$ cat config.mk
export PLATFORM = sky130hd
export DESIGN_NAME = oki_adpcm_encoder
export DESIGN_NICKNAME = d
export VERILOG_FILES = /design/src/rtl/adpcm_pkg.sv /design/src/rtl/oki_step_table.sv /design/src/rtl/oki_adpcm_encoder.sv
export SDC_FILE = /design/constraint.sdc
export NUM_CORES = 1
export LEC_CHECK = 0
export CORE_MARGIN = 1
export CORE_UTILIZATION = 50
export CTS_CLUSTER_DIAMETER = 100
export CTS_CLUSTER_SIZE = 12
export DETAILED_ROUTE_END_ITERATION = 10
export DONT_BUFFER_PORTS = 1
export PLACE_DENSITY = 0.68
export SKIP_CTS_REPAIR_TIMING = 1
export SYNTH_ARGS = -nofsm -noshare
export SYNTH_HDL_FRONTEND = slang
export SYNTH_HIERARCHICAL = 1
export SYNTH_SLANG_ARGS = --single-unit
export TNS_END_PERCENT = 30
$ cat constraint.sdc
create_clock -name CLK -period 9.5 [get_ports CLK]
set_clock_uncertainty 0.2 [all_clocks]
set_input_delay 0.475 -clock CLK [delete_from_list [all_inputs] [get_ports CLK]]
set_output_delay 0.475 -clock CLK [all_outputs]
set_load 0.01 [all_outputs]
$ cat src/rtl/adpcm_pkg.sv
// Shared OKI ADPCM constants: step table, index adjust, PCM limits and encoder states.
// The decoder LUT generation reads the same table, so both sides stay bit-exact.
package adpcm_pkg;

    localparam int STEP_CNT = 49;

    localparam logic signed [12:0] PCM_MIN = -13'sd2048;
    localparam logic signed [12:0] PCM_MAX = 13'sd2047;

    localparam logic [10:0] STEP_TABLE [STEP_CNT] = '{
        11'd16,   11'd17,   11'd19,   11'd21,   11'd23,   11'd25,   11'd28,
        11'd31,   11'd34,   11'd37,   11'd41,   11'd45,   11'd50,   11'd55,
        11'd60,   11'd66,   11'd73,   11'd80,   11'd88,   11'd97,   11'd107,
        11'd118,  11'd130,  11'd143,  11'd157,  11'd173,  11'd190,  11'd209,
        11'd230,  11'd253,  11'd279,  11'd307,  11'd337,  11'd371,  11'd408,
        11'd449,  11'd494,  11'd544,  11'd598,  11'd658,  11'd724,  11'd796,
        11'd876,  11'd963,  11'd1060, 11'd1166, 11'd1282, 11'd1411, 11'd1552
    };

    // Indexed by the magnitude bits of a nibble.
    localparam logic signed [4:0] IDX_ADJ [8] = '{
        -5'sd1, -5'sd1, -5'sd1, -5'sd1, 5'sd2, 5'sd4, 5'sd6, 5'sd8
    };

    typedef enum logic [2:0] {
        IDLE    = 3'd0,
        WAIT_IN = 3'd1,
        QUANT   = 3'd2,
        UPDATE  = 3'd3,
        EMIT    = 3'd4
    } state_t;

endpackage

$ cat src/rtl/oki_step_table.sv
// Combinational step-index to quantiser step lookup.
module oki_step_table
    import adpcm_pkg::*;
(
    input  logic [5:0]  idx,
    output logic [10:0] step
);

    always_comb begin
        step = STEP_TABLE[STEP_CNT-1];
        if (idx < 6'(STEP_CNT))
            step = STEP_TABLE[idx];
    end

endmodule

$ cat src/rtl/oki_adpcm_encoder.sv
// Streaming 4-bit OKI ADPCM encoder: quantises 12-bit PCM against a decoder-exact
// predictor and packs two nibbles per byte (high first) for phrase memory writes.
module oki_adpcm_encoder
    import adpcm_pkg::*;
#(
    parameter int PRED_INIT = -2,
    parameter int IDX_MAX   = 48
) (
    input  logic        CLK,
    input  logic        RESET_N,
    input  logic        START,
    input  logic [17:0] START_ADDR,
    input  logic        IN_VALID,
    output logic        IN_READY,
    input  logic [11:0] IN_SAMPLE,
    input  logic        IN_LAST,
    output logic        BYTE_VALID,
    input  logic        BYTE_READY,
    output logic [7:0]  BYTE_DATA,
    output logic [17:0] BYTE_ADDR,
    output logic        BYTE_LAST,
    output logic [17:0] END_ADDR,
    output logic        BUSY,
    output logic        DONE,
    output logic [3:0]  NIB_OUT
);

    localparam logic signed [11:0] PRED0   = 12'(PRED_INIT);
    localparam logic [5:0]         IDX_TOP = 6'(IDX_MAX);

    state_t             state_q, state_d;
    logic [17:0]        addr_q, end_addr_q;
    logic signed [11:0] pred_q, x_q;
    logic [5:0]         idx_q;
    logic               phase_lo_q, last_q, byte_last_q, done_q;
    logic [7:0]         hold_q;
    logic [3:0]         nib_q, nib_out_q;
    logic [10:0]        step;

    oki_step_table u_step (
        .idx  (idx_q),
        .step (step)
    );

    // Quantiser: successive approximation of |x - pred| against step, step/2, step/4.
    logic signed [12:0] d;
    logic [12:0]        mag, m1, m2;
    logic [2:0]         code;
    logic [3:0]         nib_d;

    always_comb begin
        d     = {x_q[11], x_q} - {pred_q[11], pred_q};
        mag   = d[12] ? (~d + 13'd1) : d;
        code  = 3'd0;
        m1    = mag;
        if (mag >= {2'b0, step}) begin
            code[2] = 1'b1;
            m1      = mag - {2'b0, step};
        end
        m2 = m1;
        if (m1 >= {3'b0, step[10:1]}) begin
            code[1] = 1'b1;
            m2      = m1 - {3'b0, step[10:1]};
        end
        if (m2 >= {4'b0, step[10:2]})
            code[0] = 1'b1;
        nib_d = {d[12], code};
    end

    // Predictor and index update, same arithmetic as the playback decoder.
    logic [12:0]        diff;
    logic signed [12:0] sum;
    logic signed [11:0] pred_d;
    logic signed [4:0]  adj;
    logic [7:0]         idx_sum;
    logic [5:0]         idx_d;

    always_comb begin
        diff = {5'b0, step[10:3]}
             + (nib_q[2] ? {2'b0, step}       : 13'd0)
             + (nib_q[1] ? {3'b0, step[10:1]} : 13'd0)
             + (nib_q[0] ? {4'b0, step[10:2]} : 13'd0);
        sum  = nib_q[3] ? ({pred_q[11], pred_q} - diff) : ({pred_q[11], pred_q} + diff);
        if (sum < PCM_MIN)
            pred_d = PCM_MIN[11:0];
        else if (sum > PCM_MAX)
            pred_d = PCM_MAX[11:0];
        else
            pred_d = sum[11:0];

        adj     = IDX_ADJ[nib_q[2:0]];
        idx_sum = {2'b0, idx_q} + {{3{adj[4]}}, adj};
        if (idx_sum[7])
            idx_d = 6'd0;
        else if (idx_sum > {2'b0, IDX_TOP})
            idx_d = IDX_TOP;
        else
            idx_d = idx_sum[5:0];
    end

    always_ff @(posedge CLK or negedge RESET_N) begin
        if (!RESET_N)
            state_q <= IDLE;
        else
            state_q <= state_d;
    end

    always_comb begin
        state_d = state_q;
        case (state_q)
            IDLE:    if (START) state_d = WAIT_IN;
            WAIT_IN: if (IN_VALID) state_d = QUANT;
            QUANT:   state_d = UPDATE;
            UPDATE:  state_d = (phase_lo_q || last_q) ? EMIT : WAIT_IN;
            EMIT:    if (BYTE_READY) state_d = byte_last_q ? IDLE : WAIT_IN;
            default: state_d = IDLE;
        endcase
    end

    always_ff @(posedge CLK or negedge RESET_N) begin
        if (!RESET_N) begin
            addr_q      <= '0;
            end_addr_q  <= '0;
            pred_q      <= PRED0;
            x_q         <= '0;
            idx_q       <= '0;
            phase_lo_q  <= 1'b0;
            last_q      <= 1'b0;
            byte_last_q <= 1'b0;
            done_q      <= 1'b0;
            hold_q      <= '0;
            nib_q       <= '0;
            nib_out_q   <= '0;
        end else begin
            done_q <= 1'b0;
            case (state_q)
                IDLE: if (START) begin
                    addr_q      <= START_ADDR;
                    pred_q      <= PRED0;
                    idx_q       <= '0;
                    phase_lo_q  <= 1'b0;
                    byte_last_q <= 1'b0;
                end
                WAIT_IN: if (IN_VALID) begin
                    x_q    <= IN_SAMPLE;
                    last_q <= IN_LAST;
                end
                QUANT: nib_q <= nib_d;
                UPDATE: begin
                    pred_q    <= pred_d;
                    idx_q     <= idx_d;
                    nib_out_q <= nib_q;
                    if (!phase_lo_q) begin
                        // A final high nibble goes out with a zero low nibble.
                        hold_q      <= {nib_q, 4'h0};
                        phase_lo_q  <= !last_q;
                        byte_last_q <= last_q;
                    end else begin
                        hold_q[3:0] <= nib_q;
                        byte_last_q <= last_q;
                    end
                end
                EMIT: if (BYTE_READY) begin
                    addr_q      <= addr_q + 18'd1;
                    phase_lo_q  <= 1'b0;
                    byte_last_q <= 1'b0;
                    if (byte_last_q) begin
                        end_addr_q <= addr_q;
                        done_q     <= 1'b1;
                    end
                end
                default: ;
            endcase
        end
    end

    assign IN_READY   = (state_q == WAIT_IN);
    assign BYTE_VALID = (state_q == EMIT);
    assign BYTE_DATA  = hold_q;
    assign BYTE_ADDR  = addr_q;
    assign BYTE_LAST  = (state_q == EMIT) && byte_last_q;
    assign END_ADDR   = end_addr_q;
    assign BUSY       = (state_q != IDLE);
    assign DONE       = done_q;
    assign NIB_OUT    = nib_out_q;

endmodule
; Yosys cells after proc, flatten, opt, wreduce, memory -nomap -nowiden
; Memory sizes are Yosys's and may differ from the RTL's.
; Index checks and enable logic that the tools add are counted.
[word_totals]
input_bits = 36
regBits = 89
mem_count = 2
rom_bits = 744
wordCells = 103
[mem_list]
columns = memory, words, word_bits, read_ports, rd_ports_with_merged_regs, wr, line_no
row1 = (no name shown), 64, 11, 1, 0, 0, oki_step_table.sv:12  ; step = STEP_TABLE[idx];
row2 = (no name shown), 8, 5, 1, 0, 0, oki_adpcm_encoder.sv:91  ; adj = IDX_ADJ[nib_q[2:0]];
[op_classes]
bitwise_logic = 4
n_lt_le_gt_ge = 9
reduce_logical = 15
n_mux = 41
addsub = 11
n_eq_ne = 7
[op_table]
columns = cell, n
row1 = $mux W13, 4
row2 = $mux W11, 4
row3 = $mux W12, 3
row4 = $mux W18, 2
row5 = $pmux W18 S2, 1
row6 = $pmux W12 S2, 1
row7 = $add A18 B1 Y18 const B, 1
row8 = $mux W6, 3
row9 = $pmux W3 S5, 1
row10 = $add A12 B10 Y13, 1
row11 = $add A13 B1 Y13 const B, 1
row12 = $add A13 B13 Y13, 1
row13 = $add A13 B9 Y13, 1
row14 = $ge A13 B10 Y1, 1
row15 = $ge A13 B11 Y1, 1
row16 = $ge A13 B9 Y1, 1
row17 = $gt A13 B12 Y1 const B, 1
row18 = $lt A13 B12 Y1 const B, 1
row19 = $not A13 Y13, 1
row20 = $sub A12 B12 Y13, 1
row21 = $sub A13 B10 Y13, 1
row22 = $sub A13 B11 Y13, 1
row23 = $sub A13 B13 Y13, 1
row24 = $add A8 B11 Y12, 1
row25 = other kinds (29), 52

; Longest topological paths before layout
[depth]
word_depth = 15
depth_mapped = 48
mapped_depth_nobuf = 45

; Cells and area by module
; The synthesis kept the hierarchy.
[by_module_without_submodules]
columns = module, area_per_inst_um2, cells_each, instances, seq_area_each_um2
row1 = oki_adpcm_encoder, 8486.9, 1005, 1, 2240.9
row2 = oki_step_table, 817.0, 117, 1, 0.0

; Least setup slack after synthesis
; Ideal clock, no wire load.
[synth_path]
kind = reg-to-reg
startpoint = reg pred_q[2]
endpoint = reg nib_q[0]
path_buffers = 3
period_less_slack_ps = 9010
slack_ps = 490
stages_incl_launch_ff = 47
t_arrival_ps = 8658
path_cell_list = dfstp_2 > inv_1 > ha_1 > nor2b_4 > o2111a_2 > o31ai_1 > nand2b_1 > a21oi_1 > clkbuf_1 > nor2_1 > a21oi_1 > inv_1 > ha_1 > nor2b_1 > o21ai_0 > nand2b_1 > a21o_1 > a211o_1 > [11 not listed] > a211oi_1 > o21ai_0 > o311ai_0 > a211o_1 > buf_6 > mux2_2 > ha_1 > nand2b_1 > a21oi_1 > nor2b_1 > o21ai_0 > nand2b_1 > a21oi_1 > nor2b_1 > o21ai_0 > a21oi_1 > a2111oi_0 > a41oi_2
[synth_between]
elab_chain_cells = 10
[synth_lines]
columns = element, line_no
row1 = from (decl), oki_adpcm_encoder.sv:33  ; logic signed [11:0] pred_q, x_q;
row2 = from (signal assigned), oki_adpcm_encoder.sv:150  ; pred_q <= pred_d;
row3 = $sub A12 B12 Y13 *, oki_adpcm_encoder.sv:52  ; d = {x_q[11], x_q} - {pred_q[11], pred_q};
row4 = $not A13 Y13, oki_adpcm_encoder.sv:53  ; mag = d[12] ? (~d + 13'd1) : d;
row5 = $add A13 B1 Y13, oki_adpcm_encoder.sv:53
row6 = $mux W13 *, oki_adpcm_encoder.sv:53
row7 = $sub A13 B11 Y13 or $ge A13 B11 Y1 (tied branches), "oki_adpcm_encoder.sv:58, oki_adpcm_encoder.sv:56"
row8 = $mux W13 *, oki_adpcm_encoder.sv:56  ; if (mag >= {2'b0, step}) begin
row9 = $sub A13 B10 Y13 or $ge A13 B10 Y1 (tied branches), "oki_adpcm_encoder.sv:63, oki_adpcm_encoder.sv:61"
row10 = $mux W13 *, oki_adpcm_encoder.sv:61  ; if (m1 >= {3'b0, step[10:1]}) begin
row11 = $ge A13 B9 Y1 *, oki_adpcm_encoder.sv:65  ; if (m2 >= {4'b0, step[10:2]})
row12 = $mux W1 *, oki_adpcm_encoder.sv:65
row13 = to (signal assigned), oki_adpcm_encoder.sv:148  ; QUANT: nib_q <= nib_d;
row14 = to (decl), oki_adpcm_encoder.sv:37  ; logic [3:0] nib_q, nib_out_q;
; Every way passes the cells marked *; elsewhere a longest branch is shown, timed or not.
; A chain may end at the register's enable or synchronous reset.

; Worst setup path after layout
[layout_path]
startpoint = reg pred_q[4]
endpoint = reg nib_q[0]
; The elaborated chain is that of the path after synthesis.

==> summary.txt <==
Library cell with the largest summed area after synthesis - sky130_fd_sc_hd__dfrtp_1
Number of warnings issued by yosys - 6
Post-detailed-route count of antenna-violating nets - 0
Register-to-register setup slack - 0.74 ns
Clock latency reported for the late side of the worst-skew pair - 0.36 ns
Final setup viols - 0
Total number of vias - 7969
Slew at the pin with the worst max-slew slack - 1.27 ns
Master cell of the clock root buffer - sky130_fd_sc_hd__clkbuf_16
Antenna violations before repair - 0
Run status - finished with violations
Clock-pin slew reported for the worst setup and hold paths after clock tree synthesis - 0.08 ns
Most used flip-flop cell after synthesis - sky130_fd_sc_hd__dfrtp_1
GP Congestion - 0.910
Filler instances - 1674
Relative slew slack - 14.9%
Die Outline Area - 19200 sq um
Total DRC errors in the routed layout - 4
Total I/O pin count - 89
Type of the tightest min-delay check - input pin to flop
Sequential cell area fraction in the yosys report - 24.1%
Violated checks - DRC
Max-cap violations - 0
Share of final-layout standard cells stronger than drive strength 1 - 10.6%
Highest clock frequency the design can meet - 114 MHz
Width of the die - 138 um
Chip Height - 138 um
Pin count of the biggest net entering global routing - 90
Post-Syn Area per Cell - 8.29 sq um
Number of stages on the worst hold path - 1
Kind of launch point of the worst setup path - flop
Crit-path leading delay family - compound AO/OA/AOI/OAI gates
CTS buffer count - 9
Detailed Route Iter0 Violations - 564
EDFF count, synth - 0
Cell area after technology mapping - 9300 sq um
Leftover overflow at the end of global routing - 0
Met1 layer usage reported by global route - 32.4%
Post-detail-place hpwl - 17900 um
Capturing element type of the critical path - flop
Source of the worst register-to-register timing path - pred_q[4]$_DFFE_PN1P_
Biggest area contributors in the synthesized netlist - sky130_fd_sc_hd__dfrtp_1, sky130_fd_sc_hd__ha_1, sky130_fd_sc_hd__a21oi_1
Cell variety after synth - 91
Maximum level of the CTS H-tree - 3
Count of port buffers added during placement - 0
Synth Register Bits - 89
Slowest stage cell on the critical path - sky130_fd_sc_hd__dfstp_2
Period minus WS final - 8.76 ns
Period utilisation layout - 92.2%
Max-slew violation count - 0
Final hold slack - 0.0288 ns
Hold Fails Final Rpt - 0
Max Root-Sink Buffers - 2
Startpoint of the most critical hold path - IN_VALID
Arr. time, crit path - 8.79 ns
GRT Overall Usage - 24.7%
Number of cells produced by synthesis - 1122
Maximum fanout along the worst path - 7
P&R area growth vs syn - 6.20%
Nets@finish - 1255
Worst hold path endpoint - state_q[0]$_DFFE_PN0P_
Mean routed wirelength per cell - 17.4 um
Area occupied by multi-input gates - 6600 sq um
Core utilization of the finished layout - 54.6%
Delay of the slowest cell on the worst path - 0.53 ns
First-pass iteration count of the detailed router - 8
First-pass GRT wire length - 38100 um
Ant diodes - 0
Beginning of the critical path - pred_q[4]$_DFFE_PN1P_
Routed wire length - 23300 um
Number of sinks driven by the clock tree - 89
Post-synthesis net count - 1268
Met2 Use GR - 40.4%
Share of the synthesized area in the top cell type - 21.0%
Capture instance of the worst register-to-register path - nib_q[0]$_DFFE_PN0P_
DR vias/cell - 5.93
Met3 track demand over resource in global routing - 5.09%
Number of global-route vias before repair - 7678
Setup Crit Path Kind - flop to flop
Area occupied by registers - 2240 sq um
Core box area - 18100 sq um
Initial standard-cell utilization of the core - 51.4%
Worst Path Required - 9.53 ns
Logic depth of the worst register-to-register path - 42
Grt peak-use layer - met2
Proportion of synthesized flip-flops having asynchronous set or reset - 100%
Crit path buffers/inverters - 4
TritonCTS clock tree - done
Floorplan row count - 49
## kinds of logic (layout without fill, tap and decap cells)
logic type,count (synthesis),in the layout,share of synthesized area [%]
AND/OR/NAND/NOR,381,381,19.8
AO/OA/AOI/OAI,299,299,20.7
adder cells (fa/ha/maj),121,121,17.8
buffers and inverters,119,111,5.33
flip-flops,89,89,24.1
XOR/XNOR,61,61,5.97
multiplexers,52,52,6.40
## per-layer routing
| metal | share of wire (%) | wire [um] |
|---|---|---|
| met1 | 46 | 10700 |
| met2 | 46 | 10600 |
| met3 | 6.4 | 1500 |
| met4 | 2.4 | 553 |
| met5 | 0 | 0 |
## cells in the mapped netlist, types with 4 or more instances
cell type                   instances
sky130_fd_sc_hd__a21boi_0           6
sky130_fd_sc_hd__clkbuf_1          32
sky130_fd_sc_hd__xnor2_1           36
sky130_fd_sc_hd__mux2_2            40
sky130_fd_sc_hd__buf_6              5
sky130_fd_sc_hd__o311ai_0           4
sky130_fd_sc_hd__and3_1             5
sky130_fd_sc_hd__buf_2              6
sky130_fd_sc_hd__nand2_1          118
sky130_fd_sc_hd__a21o_1            18
sky130_fd_sc_hd__o211ai_1           5
sky130_fd_sc_hd__o21ai_0           74
sky130_fd_sc_hd__or3_1              8
sky130_fd_sc_hd__inv_1             72
sky130_fd_sc_hd__maj3_1            11
sky130_fd_sc_hd__a2bb2oi_1         10
sky130_fd_sc_hd__dfrtp_1           78
sky130_fd_sc_hd__a211oi_1           9
sky130_fd_sc_hd__ha_1              88
sky130_fd_sc_hd__nor4_1             6
sky130_fd_sc_hd__nor2b_1           21
sky130_fd_sc_hd__nand2b_1          23
sky130_fd_sc_hd__nand3_1           23
sky130_fd_sc_hd__xor2_1            23
sky130_fd_sc_hd__o21a_1             9
sky130_fd_sc_hd__dfstp_2           11
sky130_fd_sc_hd__nor2_1           105
sky130_fd_sc_hd__nand3b_1           7
sky130_fd_sc_hd__fa_1              22
sky130_fd_sc_hd__nor3b_1            6
sky130_fd_sc_hd__o31ai_1            4
sky130_fd_sc_hd__mux2i_1           10
sky130_fd_sc_hd__and2_1            21
sky130_fd_sc_hd__a21oi_1           91
sky130_fd_sc_hd__a31oi_1            6
sky130_fd_sc_hd__nor3_1            19
sky130_fd_sc_hd__o22ai_1           12
## how the worst max path moves through the flow
stage	endpoint	slack, ns	depth (start not counted)
after global routing	nib_q[0]$_DFFE_PN0P_	-0.02	42
after floorplan	nib_q[0]$_DFFE_PN0P_	0.49	46
after global placement	nib_q[0]$_DFFE_PN0P_	0.58	44
after detailed placement	nib_q[0]$_DFFE_PN0P_	0.38	42
final	nib_q[0]$_DFFE_PN0P_	0.74	42
after CTS	nib_q[0]$_DFFE_PN0P_	0.34	42
## sequential cells by signal, indices dropped and copies added (netlist names)
signal,count
phase_lo_q,1
DONE,1
last_q,1
x_q,12
END_ADDR,18
idx_q,6
nib_q,4
BYTE_ADDR,18
BYTE_DATA,8
state_q,3
byte_last_q,1
pred_q,12
NIB_OUT,4
## worst register-to-register path: cells and delay by family, from the launching register on
family / cells / cell delay (ns)
XOR/XNOR: 1 / 0.26
buffers and inverters: 4 / 0.44
multiplexers: 1 / 0.28
adder cells (fa/ha/maj): 4 / 1.33
AO/OA/AOI/OAI: 22 / 4.20
flip-flops: 1 / 0.53
AND/OR/NAND/NOR: 10 / 1.39
## final cells by class
| cell class | instances | share of cell area [%] |
|---|---|---|
| clock inverter | 6 | 0.570 |
| tap | 229 | 2.90 |
| timing repair buffer | 21 | 1.82 |
| multi-input combinational | 914 | 66.8 |
| clock buffer | 10 | 2.42 |
| sequential | 89 | 22.7 |
| inverter | 74 | 2.81 |
## stage by stage
step | cell area (sq um) | setup TNS [ns] | setup WS (ns) | cells
finish | 9880 | 0 | 0.743 | 1343
detailed placement | 9490 | 0 | 0.383 | 1321
global placement | 9490 | 0 | 0.576 | 1321
global route | 9880 | -0.0226 | -0.0226 | 1343
floorplan | 9300 | 0 | 0.490 | 1122
CTS | 9780 | 0 | 0.340 | 1337
## placed cells by master, fill, tap and decap left out, types with 6 or more instances in the layout
cell | Yosys | layout
sky130_fd_sc_hd__nand2_1 | 118 | 118
sky130_fd_sc_hd__o22ai_1 | 12 | 12
sky130_fd_sc_hd__nor2_1 | 105 | 105
sky130_fd_sc_hd__xnor2_1 | 36 | 35
sky130_fd_sc_hd__nor3b_1 | 6 | 6
sky130_fd_sc_hd__nand3b_1 | 7 | 7
sky130_fd_sc_hd__dfstp_2 | 11 | 11
sky130_fd_sc_hd__a211oi_1 | 9 | 9
sky130_fd_sc_hd__inv_1 | 72 | 72
sky130_fd_sc_hd__a31oi_1 | 6 | 6
sky130_fd_sc_hd__ha_1 | 88 | 88
sky130_fd_sc_hd__clkbuf_16 | 0 | 9
sky130_fd_sc_hd__buf_4 | 1 | 19
sky130_fd_sc_hd__nand2b_1 | 23 | 23
sky130_fd_sc_hd__a21boi_0 | 6 | 6
sky130_fd_sc_hd__o21a_1 | 9 | 9
sky130_fd_sc_hd__fa_1 | 22 | 22
sky130_fd_sc_hd__xor2_1 | 23 | 23
sky130_fd_sc_hd__dfrtp_1 | 78 | 78
sky130_fd_sc_hd__o21ai_0 | 74 | 72
sky130_fd_sc_hd__a2bb2oi_1 | 10 | 10
sky130_fd_sc_hd__and2_1 | 21 | 21
sky130_fd_sc_hd__nand3_1 | 23 | 23
sky130_fd_sc_hd__nor2b_1 | 21 | 21
sky130_fd_sc_hd__a21o_1 | 18 | 18
sky130_fd_sc_hd__a21oi_1 | 91 | 89
sky130_fd_sc_hd__or3_1 | 8 | 8
sky130_fd_sc_hd__mux2_2 | 40 | 40
sky130_fd_sc_hd__maj3_1 | 11 | 11
sky130_fd_sc_hd__nor3_1 | 19 | 19
sky130_fd_sc_hd__mux2i_1 | 10 | 10
Power is left out: the tool's default activity adds up to more than one toggle a clock period on the data nets, which glitch-free logic cannot reach.
